==> config.mk <==
export PLATFORM = sky130hd
export DESIGN_NAME = key_counter_4b
export DESIGN_NICKNAME = d
export VERILOG_FILES = /design/src/rtl/key_counter_pkg.sv /design/src/rtl/key_debouncer.sv /design/src/rtl/key_counter_4b.sv
export SDC_FILE = /design/constraint.sdc
export NUM_CORES = 1
export LEC_CHECK = 0
export ABC_CLOCK_PERIOD_IN_PS = 1900
export CORE_MARGIN = 5
export CORE_UTILIZATION = 34
export CTS_CLUSTER_DIAMETER = 100
export DETAILED_ROUTE_END_ITERATION = 6
export PLACE_DENSITY = 0.63
export SYNTH_ARGS = -nofsm -noshare
export SYNTH_HDL_FRONTEND = slang
export SYNTH_HIERARCHICAL = 1
export SYNTH_SLANG_ARGS = --single-unit
==> constraint.sdc <==
create_clock -name clk -period 1.9 [get_ports clk]
set_input_delay 0.38 -clock clk [delete_from_list [all_inputs] [get_ports clk]]
set_output_delay 0.38 -clock clk [all_outputs]
set_load 0.05 [all_outputs]
==> src/rtl/key_counter_pkg.sv <==
`default_nettype none
// ============================================================================
// Module      : key_counter_pkg
// Description : Shared types and constants for the key_counter_4b block.
//               Holds the debouncer state encoding, the count width and type,
//               and the load clamp helper.
// Ports       : none (package)
// Revision    : 1.0 - initial release
// ============================================================================
package key_counter_pkg;

  typedef enum logic [1:0] {REL, P_CHK, PRS, R_CHK} deb_state_t;

  localparam int CNT_W = 4;

  typedef logic [CNT_W-1:0] count_t;

  // A load value above the top count is pinned to the top count.
  function automatic count_t clamp_load(input count_t val, input count_t max_val);
    return (val > max_val) ? max_val : val;
  endfunction

endpackage : key_counter_pkg
`default_nettype wire

==> src/rtl/key_debouncer.sv <==
`default_nettype none
// ============================================================================
// Module      : key_debouncer
// Description : 2-FF synchronizer plus debounce FSM for one active-low key.
//               Emits a one-cycle press_pulse per accepted press.
// Ports       : clk         - system clock
//               rst         - synchronous reset, active-high
//               key_n       - raw active-low key, asynchronous to clk
//               press_pulse - one-cycle pulse when a press is accepted
// Revision    : 1.0 - initial release
// ============================================================================
module key_debouncer #(
  parameter int DEBOUNCE_CYCLES = 500000
) (
  input  logic clk,
  input  logic rst,
  input  logic key_n,
  output logic press_pulse
);

  import key_counter_pkg::*;

  localparam int CW = $clog2(DEBOUNCE_CYCLES + 1);
  localparam logic [CW-1:0] c_limit = CW'(DEBOUNCE_CYCLES - 1);
  localparam logic [CW-1:0] c_one   = CW'(1);

  logic          sync1_q;
  logic          sync2_q;
  logic [1:0]    prime_q;
  logic          armed_q, armed_d;
  deb_state_t    state_q, state_d;
  logic [CW-1:0] cnt_q, cnt_d;
  logic          pulse_q, pulse_d;
  logic          pressed;

  assign pressed     = ~sync2_q;
  assign press_pulse = pulse_q;

  // prime_q marks when sync2_q holds a genuine pin sample rather than its
  // reset value. The FSM is only armed after it has seen a real released
  // sample, so a key held through reset must be released before it counts.
  always_ff @(posedge clk) begin
    if (rst) begin
      sync1_q <= 1'b1;
      sync2_q <= 1'b1;
      prime_q <= 2'b00;
      armed_q <= 1'b0;
      state_q <= REL;
      cnt_q   <= '0;
      pulse_q <= 1'b0;
    end else begin
      sync1_q <= key_n;
      sync2_q <= sync1_q;
      prime_q <= {prime_q[0], 1'b1};
      armed_q <= armed_d;
      state_q <= state_d;
      cnt_q   <= cnt_d;
      pulse_q <= pulse_d;
    end
  end

  always_comb begin
    state_d = state_q;
    cnt_d   = cnt_q;
    pulse_d = 1'b0;
    armed_d = armed_q;
    case (state_q)
      REL: begin
        if (prime_q[1] && !pressed) begin
          armed_d = 1'b1;
        end
        if (armed_q && pressed) begin
          state_d = P_CHK;
          cnt_d   = c_one;
        end
      end
      P_CHK: begin
        if (pressed) begin
          if (cnt_q == c_limit) begin
            state_d = PRS;
            pulse_d = 1'b1;
          end else begin
            cnt_d = cnt_q + c_one;
          end
        end else begin
          state_d = REL;
          cnt_d   = '0;
        end
      end
      PRS: begin
        if (!pressed) begin
          state_d = R_CHK;
          cnt_d   = c_one;
        end
      end
      R_CHK: begin
        if (!pressed) begin
          if (cnt_q == c_limit) begin
            state_d = REL;
            cnt_d   = '0;
          end else begin
            cnt_d = cnt_q + c_one;
          end
        end else begin
          state_d = PRS;
        end
      end
      default: begin
        state_d = REL;
        cnt_d   = '0;
      end
    endcase
  end

endmodule : key_debouncer
`default_nettype wire

==> src/rtl/key_counter_4b.sv <==
`default_nettype none
// ============================================================================
// Module      : key_counter_4b
// Description : Debounces increment/decrement/load keys and maintains a
//               4-bit count for the 7-segment decoder, with update and
//               bound flags.
//               Build option KEY_COUNTER_SATURATE_EN: when defined the count
//               saturates at 0 and CNT_MAX; otherwise it wraps.
// Ports       : clk       - system clock, 50 MHz
//               rst       - synchronous reset, active-high
//               key_inc_n - increment key, active-low, asynchronous
//               key_dec_n - decrement key, active-low, asynchronous
//               key_ld_n  - load key, active-low, asynchronous
//               sw_val    - load value from slide switches
//               count     - current count
//               changed   - one-cycle pulse when count takes a new value
//               at_max    - count == CNT_MAX
//               at_min    - count == 0
// Revision    : 1.0 - initial release
// ============================================================================
module key_counter_4b
  import key_counter_pkg::*;
#(
  parameter int DEBOUNCE_CYCLES = 500000,
  parameter int CNT_MAX         = 15
) (
  input  logic             clk,
  input  logic             rst,
  input  logic             key_inc_n,
  input  logic             key_dec_n,
  input  logic             key_ld_n,
  input  logic [CNT_W-1:0] sw_val,
  output logic [CNT_W-1:0] count,
  output logic             changed,
  output logic             at_max,
  output logic             at_min
);

  localparam count_t c_cnt_max = count_t'(CNT_MAX);
  localparam count_t c_one     = count_t'(1);

  logic   inc_pulse;
  logic   dec_pulse;
  logic   ld_pulse;
  count_t sw_s1_q;
  count_t sw_s2_q;
  count_t count_q, count_d;
  logic   changed_q, changed_d;

  key_debouncer #(.DEBOUNCE_CYCLES(DEBOUNCE_CYCLES)) u_deb_inc (
    .clk         (clk),
    .rst         (rst),
    .key_n       (key_inc_n),
    .press_pulse (inc_pulse)
  );

  key_debouncer #(.DEBOUNCE_CYCLES(DEBOUNCE_CYCLES)) u_deb_dec (
    .clk         (clk),
    .rst         (rst),
    .key_n       (key_dec_n),
    .press_pulse (dec_pulse)
  );

  key_debouncer #(.DEBOUNCE_CYCLES(DEBOUNCE_CYCLES)) u_deb_ld (
    .clk         (clk),
    .rst         (rst),
    .key_n       (key_ld_n),
    .press_pulse (ld_pulse)
  );

  always_ff @(posedge clk) begin
    if (rst) begin
      sw_s1_q   <= '0;
      sw_s2_q   <= '0;
      count_q   <= '0;
      changed_q <= 1'b0;
    end else begin
      sw_s1_q   <= sw_val;
      sw_s2_q   <= sw_s1_q;
      count_q   <= count_d;
      changed_q <= changed_d;
    end
  end

  // Load beats inc/dec; simultaneous inc and dec cancel out.
  always_comb begin
    count_d = count_q;
    if (ld_pulse) begin
      count_d = clamp_load(sw_s2_q, c_cnt_max);
    end else if (inc_pulse && dec_pulse) begin
      count_d = count_q;
    end else if (inc_pulse) begin
      if (count_q == c_cnt_max) begin
`ifdef KEY_COUNTER_SATURATE_EN
        count_d = c_cnt_max;
`else
        count_d = '0;
`endif
      end else begin
        count_d = count_q + c_one;
      end
    end else if (dec_pulse) begin
      if (count_q == '0) begin
`ifdef KEY_COUNTER_SATURATE_EN
        count_d = '0;
`else
        count_d = c_cnt_max;
`endif
      end else begin
        count_d = count_q - c_one;
      end
    end
    changed_d = (count_d != count_q);
  end

  assign count   = count_q;
  assign changed = changed_q;
  assign at_max  = (count_q == c_cnt_max);
  assign at_min  = (count_q == '0);

endmodule : key_counter_4b
`default_nettype wire

=== Yosys cells after proc, flatten, opt, wreduce, memory -nomap -nowiden ===
Cells that the tools add are included.

* Add/subtract/negate cells: 5
* $lt $le $gt $ge: 1
* Eq/ne operators: 32
* Muxes and demuxes: 55
* Bitwise operators: 6
* Reduce and logical (&&, ||, !) cells: 23

{| class="wikitable"
|+ Operators with widths
! operator !! count
|-
| 19-bit 2-to-1 mux || 18
|-
| 19-bit case mux with 4 select lines || 3
|-
| 19-bit by 1-bit adder with 19-bit output, second input constant || 3
|-
| 19-bit equality test, second input constant || 3
|-
| 2-bit 2-to-1 mux || 18
|-
| 4-bit 2-to-1 mux || 7
|-
| 2-bit case mux with 4 select lines || 3
|-
| 4-bit AND reduction || 6
|-
| 2-bit by 1-bit inequality test with 1-bit output, second input constant || 9
|-
| 2-bit equality test, second input constant || 6
|-
| 3-bit by 1-bit inequality test with 1-bit output, second input constant || 3
|-
| 3-bit by 2-bit inequality test with 1-bit output, second input constant || 3
|-
| 3-bit inequality test, second input constant || 3
|-
| 3-bit OR reduction || 3
|-
| 1-bit logical AND || 7
|-
| 2-bit by 1-bit equality test with 1-bit output, second input constant || 3
|-
| 2-bit logical NOT || 3
|-
| 1-bit 2-to-1 mux || 6
|-
| 1-bit inverter || 6
|-
| 2-bit AND reduction || 3
|-
| 4-bit by 1-bit adder with 4-bit output, second input constant || 1
|-
| 4-bit equality test, second input constant || 1
|-
| 4-bit greater-than comparator, second input constant || 1
|-
| 4-bit logical NOT || 1
|-
| other kinds (2) || 2
|}

* Bits in registers: 94
* Input bits: 9
* Output and inout bits: 7
* Logic and storage cells: 150

=== Depth between registers and ports, before layout ===
* Depth after elaboration: 7
* Depth in mapped cells: 7
* Gate-level depth less buffers: 6

=== Hierarchy ===
Netlist, hierarchy kept.

{| class="wikitable"
|+ By module, submodules not included
! module !! times used !! cells an instance !! area each (sq um) !! seq. area each (sq um)
|-
| key_debouncer (u_deb_dec ...) || 2 || 156 || 1366.3 || 540.5
|-
| key_debouncer (u_deb_ld) || 1 || 159 || 1353.8 || 540.5
|-
| key_counter_4b || 1 || 80 || 708.2 || 260.2
|}

=== Worst setup path before layout ===
OpenSTA, ideal clock, no wires.

* Path type: reg2out
* Start point: reg count_q[1] (netlist: count[1])
* End point: out at_min
* Data arrival time: 2.061 ns
* Data required time: 1.520 ns
* Slack: -0.541 ns
* Cell stages (with the launch flop): 4
* Buffers on the path: 0
* Cell sequence: dfxtp_1 inv_1 ha_1 nor3b_1

* Word-level cells in the longest chain between the ends: 1

{| class="wikitable"
|+ RTL lines
! element !! line !! source
|-
| start: declaration || key_counter_4b.sv:47 || <nowiki>count_t count_q, count_d;</nowiki>
|-
| start signal: assignment || key_counter_4b.sv:80 || <nowiki>count_q <= count_d;</nowiki>
|-
| 4-bit logical NOT || key_counter_4b.sv:119 || <nowiki>assign at_min = (count_q == '0);</nowiki>
|-
| end: declaration || key_counter_4b.sv:36 || <nowiki>output logic at_min</nowiki>
|}

Every way passes these cells.

=== Worst setup path in the final report ===
* Start point: reg u_deb_ld.cnt_q[0]
* End point: reg u_deb_ld.cnt_q[11]

* Word-level cells in the longest chain between the ends: 4
* Elaborated cells between the ends (all ways): 9
* Classes of those cells: 1 x add/sub; 2 x eq/ne; 5 x mux; 1 x reduce/logical

{| class="wikitable"
|+ RTL lines
! element !! line !! source
|-
| start: declaration || key_debouncer.sv:32 || <nowiki>logic [CW-1:0] cnt_q, cnt_d;</nowiki>
|-
| start signal: assignment || key_debouncer.sv:57 || <nowiki>cnt_q <= cnt_d;</nowiki>
|-
| 19-bit by 1-bit adder with 19-bit output or 19-bit equality test (tied branches) || - ||
|-
| 19-bit 2-to-1 mux, on equally long branches || key_debouncer.sv:98, key_debouncer.sv:79 ||
|-
| 19-bit 2-to-1 mux, on equally long branches || key_debouncer.sv:97, key_debouncer.sv:78 ||
|-
| 19-bit case mux with 4 select lines || key_debouncer.sv:67 || <nowiki>case (state_q)</nowiki>
|}

Several ways; a longest one is shown, not always the timed one. The select of a mux whose other input is x is not followed.
A chain may end at the register's enable or synchronous reset.

==> flow_summary.toml <==
[outcome]
run_status = "finished clean"

[cts]
clock_tree_from_tritoncts = "done"
clock_latency_ps = 340
ctsHtreeMaxLevel = 3
hold_buffers = 0
num_cts_buffers = 9
post_cts_buffers = 0
clock_tree.buffer_depth = 2
cts_root_buffer = "sky130_fd_sc_hd__clkbuf_16"
numClockSinks = 94
path_clk_slew_ps = 60

[synthesis]
yosys_warning_total = 6
synth.ff_latch_count = 94
ys_top_cells_by_area = "sky130_fd_sc_hd__dfxtp_1 (39%), sky130_fd_sc_hd__nor2_1 (4.5%), sky130_fd_sc_hd__xor2_1 (4.4%), sky130_fd_sc_hd__nand4_1 (4.2%), sky130_fd_sc_hd__a21oi_1 (3.5%)"
postSynth.topFlopCell = "sky130_fd_sc_hd__dfxtp_1"
yosys.cell_count.top_type = "sky130_fd_sc_hd__dfxtp_1"
syn-num-nets = 566
synth_area_per_cell_um2 = 8.70
dominant_cell_type_by_area_after_synthesis = "sky130_fd_sc_hd__dfxtp_1"
synth.lib_cells_used.distinct = 69
synth_enable_flop_cells = 0
synthesis.instances = 551
synth.cells.most_frequent = "sky130_fd_sc_hd__dfxtp_1 (94), sky130_fd_sc_hd__nor2_1 (57), sky130_fd_sc_hd__a21oi_1 (34), sky130_fd_sc_hd__nand4_1 (32), sky130_fd_sc_hd__nand2_1 (29)"
synthesis.area_um2 = 4790
post-synth-top-area-fraction_pct = 39.2
async_reset_ff_share_pct = 0
synth.yosys.seq_area_share_pct = 39.2

[pwr]
relative_contribution_of_the_clock_network_to_total_power_pct = 48.5
combinationalPowerShare_pct = 3.2
power.switching_fraction_pct = 19.9
seq_power_share_pct = 48.4
finalPower_mw = 4.16
internal_power_mw = 3.33
vdd_ir_drop_max_v = 0.000489
netSwitchingPower_uw = 830
leakagePower_nw = 1.97
power_density_nw_per_um2 = 735

[setup_path]
worst_path_largest_cell_delay_ps = 580
worstPathArrival_ps = 2110
cp_slowest_cell = "sky130_fd_sc_hd__a2111oi_2"
worst-endpoint-required_ps = 2170
cpMostUsedCell = "sky130_fd_sc_hd__nand2_1"
cell_breakdown_of_the_critical_path = "buf_4, nand2_1, a2111oi_2, nand2_1, or3_1, a21oi_1"
path_max_fanout = 6
crit_type = "flip-flop to flip-flop"
critical_path_sink_type = "flip-flop"
startpoint_type = "flip-flop"

[global_route]
first_global_vias = 3991
grt_overflow_total = 0
grt_start_max_net_pins = 24
antenna_found_initial = 0
grt_usage_pct = 13.1
grt_first_pass_wirelength_um = 18200

[layout]
post-route-cell-area_um2 = 5660
finish.net_count = 602
post_route_cells_drive_above_1_share_pct = 17.8
area.growth.synth_to_final_pct = 18.1
antenna-diode-count = 0
fin_util_pct = 40.8

[routing]
detail_route.wirelength.met1_um = 5020
drt_pre_antenna_iters = 5
vias = 4161
drt-wirelength-per-cell_um = 13.5
highest-signal-layer = "met4"
final_antenna_net_count = 0
met2RoutedLength_um = 4830
drt_iter0_drc = 452
finalWirelength_um = 10400
route.detailed.vias_per_inst = 5.40
met3RoutedLength_um = 291
drcViolationCount = 0

[floorplan]
width_of_the_chip_um = 129
floorplan.io_pins = 16
std_cell_rows = 43
die_height_um = 129
initial_utilization_pct = 34.5
floorplan.core_area_um2 = 13900
die_area_um2 = 16600

[sta]
final-hold-violation-count = 0
post-route-min-period_ps = 1840
report.final.setup_viol = 0
max_slew.worst_pin.slew_ps = 562
finClkSkew_ps = 5.65
achievable-frequency_mhz = 544
slew_violations = 0
fin_setup_tns_ps = 0
worst_slew_margin_relative_to_its_limit_pct = 62.5
final_min_period_over_clock_period_pct = 96.8

[flow_run]
cap_violations = 0

[placement]
place.port_buffers = 15
detailed_place_hpwl_um = 7450
finalWeightedCongestion = 0.948
placed_area_um2 = 5310

[hold_path]
min_path_type = "flip-flop to flip-flop"
==> cells in the final DEF (no fill, tap or decap), types with 5 or more instances in the layout <==
cell / synthesis / layout
sky130_fd_sc_hd__or2_2: 6 / 6
sky130_fd_sc_hd__nor2_1: 57 / 56
sky130_fd_sc_hd__a31oi_1: 5 / 5
sky130_fd_sc_hd__nand3_1: 24 / 23
sky130_fd_sc_hd__and3_1: 8 / 8
sky130_fd_sc_hd__clkbuf_16: 0 / 9
sky130_fd_sc_hd__nand2_1: 29 / 29
sky130_fd_sc_hd__xor2_1: 24 / 24
sky130_fd_sc_hd__o211ai_1: 8 / 8
sky130_fd_sc_hd__ha_1: 6 / 5
sky130_fd_sc_hd__a21oi_1: 34 / 33
sky130_fd_sc_hd__nor4b_1: 6 / 6
sky130_fd_sc_hd__nor2b_1: 16 / 16
sky130_fd_sc_hd__clkdlybuf4s50_1: 0 / 8
sky130_fd_sc_hd__nand4_1: 32 / 32
sky130_fd_sc_hd__nor3_1: 9 / 9
sky130_fd_sc_hd__inv_1: 20 / 20
sky130_fd_sc_hd__o21ai_1: 5 / 5
sky130_fd_sc_hd__or3_1: 12 / 12
sky130_fd_sc_hd__nor4_1: 5 / 5
sky130_fd_sc_hd__o21a_1: 5 / 5
sky130_fd_sc_hd__xnor2_1: 8 / 8
sky130_fd_sc_hd__o31ai_1: 6 / 6
sky130_fd_sc_hd__dfxtp_1: 94 / 90
sky130_fd_sc_hd__o21ai_0: 23 / 23
sky130_fd_sc_hd__buf_4: 7 / 36
==> critical path, delay by kind of cell, from the launching register on <==
kind            cells  cell delay (ps)
simple gates        3              560
flops               1              340
compound gates      2              720
buf+inv             1              150
==> sequential cells by signal, indices dropped and copies added (netlist names), 2 cells and up, named ones only <==
name / flops
u_deb_inc/prime_q: 2
sw_s2_q: 4
u_deb_ld/prime_q: 2
count: 4
u_deb_dec/prime_q: 2
u_deb_dec/cnt_q: 19
u_deb_inc/cnt_q: 19
sw_s1_q: 4
u_deb_ld/cnt_q: 19
==> metal layers <==
metal,GRT usage [%],up-vias
met3,1.70,17
met5,0,-
li1,-,2090
met1,17.5,1970
met4,6.92,0
met2,20.5,84
==> logic make-up (layout without fill, tap and decap cells) <==
group                      count (synthesis)  after routing  share of synthesized area (%)
DFF                                       94             94                           39.2
and+or+nand+nor                          252            252                           30.4
xor gates and xnor gates                  32             32                           5.85
AOI/OAI and AO/OA                        120            120                           17.5
buffers and inverters                     45             85                           5.09
adders and majority gates                  6              6                           1.57
muxes                                      2              2                          0.418
==> area by class of cell <==
| cell class | count | area, um2 |
|---|---|---|
| Clock buffer | 9 | 225 |
| Clock inverter | 6 | 111 |
| Fill cell | 1361 | 8220 |
| Inverter | 21 | 78.8 |
| Multi-Input combinational cell | 412 | 2700 |
| Sequential cell | 94 | 1890 |
| Tap cell | 180 | 225 |
| Timing Repair Buffer | 49 | 435 |
==> timing repair <==
item,CTS,global route
resized for setup,0,9
setup endpoints to repair,0,14
endpoints found under the hold margin,0,0
==> worst paths after layout <==
check                    startpoint                 end  slack, ps  cells after the start
setup / recovery  u_deb_ld/cnt_q[0]  u_deb_ld/cnt_q[11]         60                      6
hold / removal    u_deb_dec/sync1_q   u_deb_dec/sync2_q        410                      1
setup reg to reg  u_deb_ld/cnt_q[0]  u_deb_ld/cnt_q[11]         60                      6
hold reg to reg   u_deb_dec/sync1_q   u_deb_dec/sync2_q        410                      1
==> power by group through the flow <==
stage	Sequential [mW]	Combinational, mW	Clock [mW]
finish	2.01	0.132	2.02
global route	2.02	0.148	2.17
CTS	2.01	0.133	2.07
detailed placement	2.06	0.132	0
global placement	2.06	0.130	0
floorplan	2.05	0.0899	0
==> stage by stage <==
| step | hold WS [ps] | setup WS (ps) | cells |
|---|---|---|---|
| 6_report | 407 | 61.6 | 771 |
| 5_1_grt | 441 | -0.642 | 771 |
| 4_1_cts | 411 | 45.1 | 771 |
| 3_5_place_dp | 395 | 70.0 | 756 |
| 3_3_place_gp | 400 | 126 | 756 |
| 2_1_floorplan | 389 | 18.3 | 551 |
Note: power is estimated with default switching activity, not from simulation.
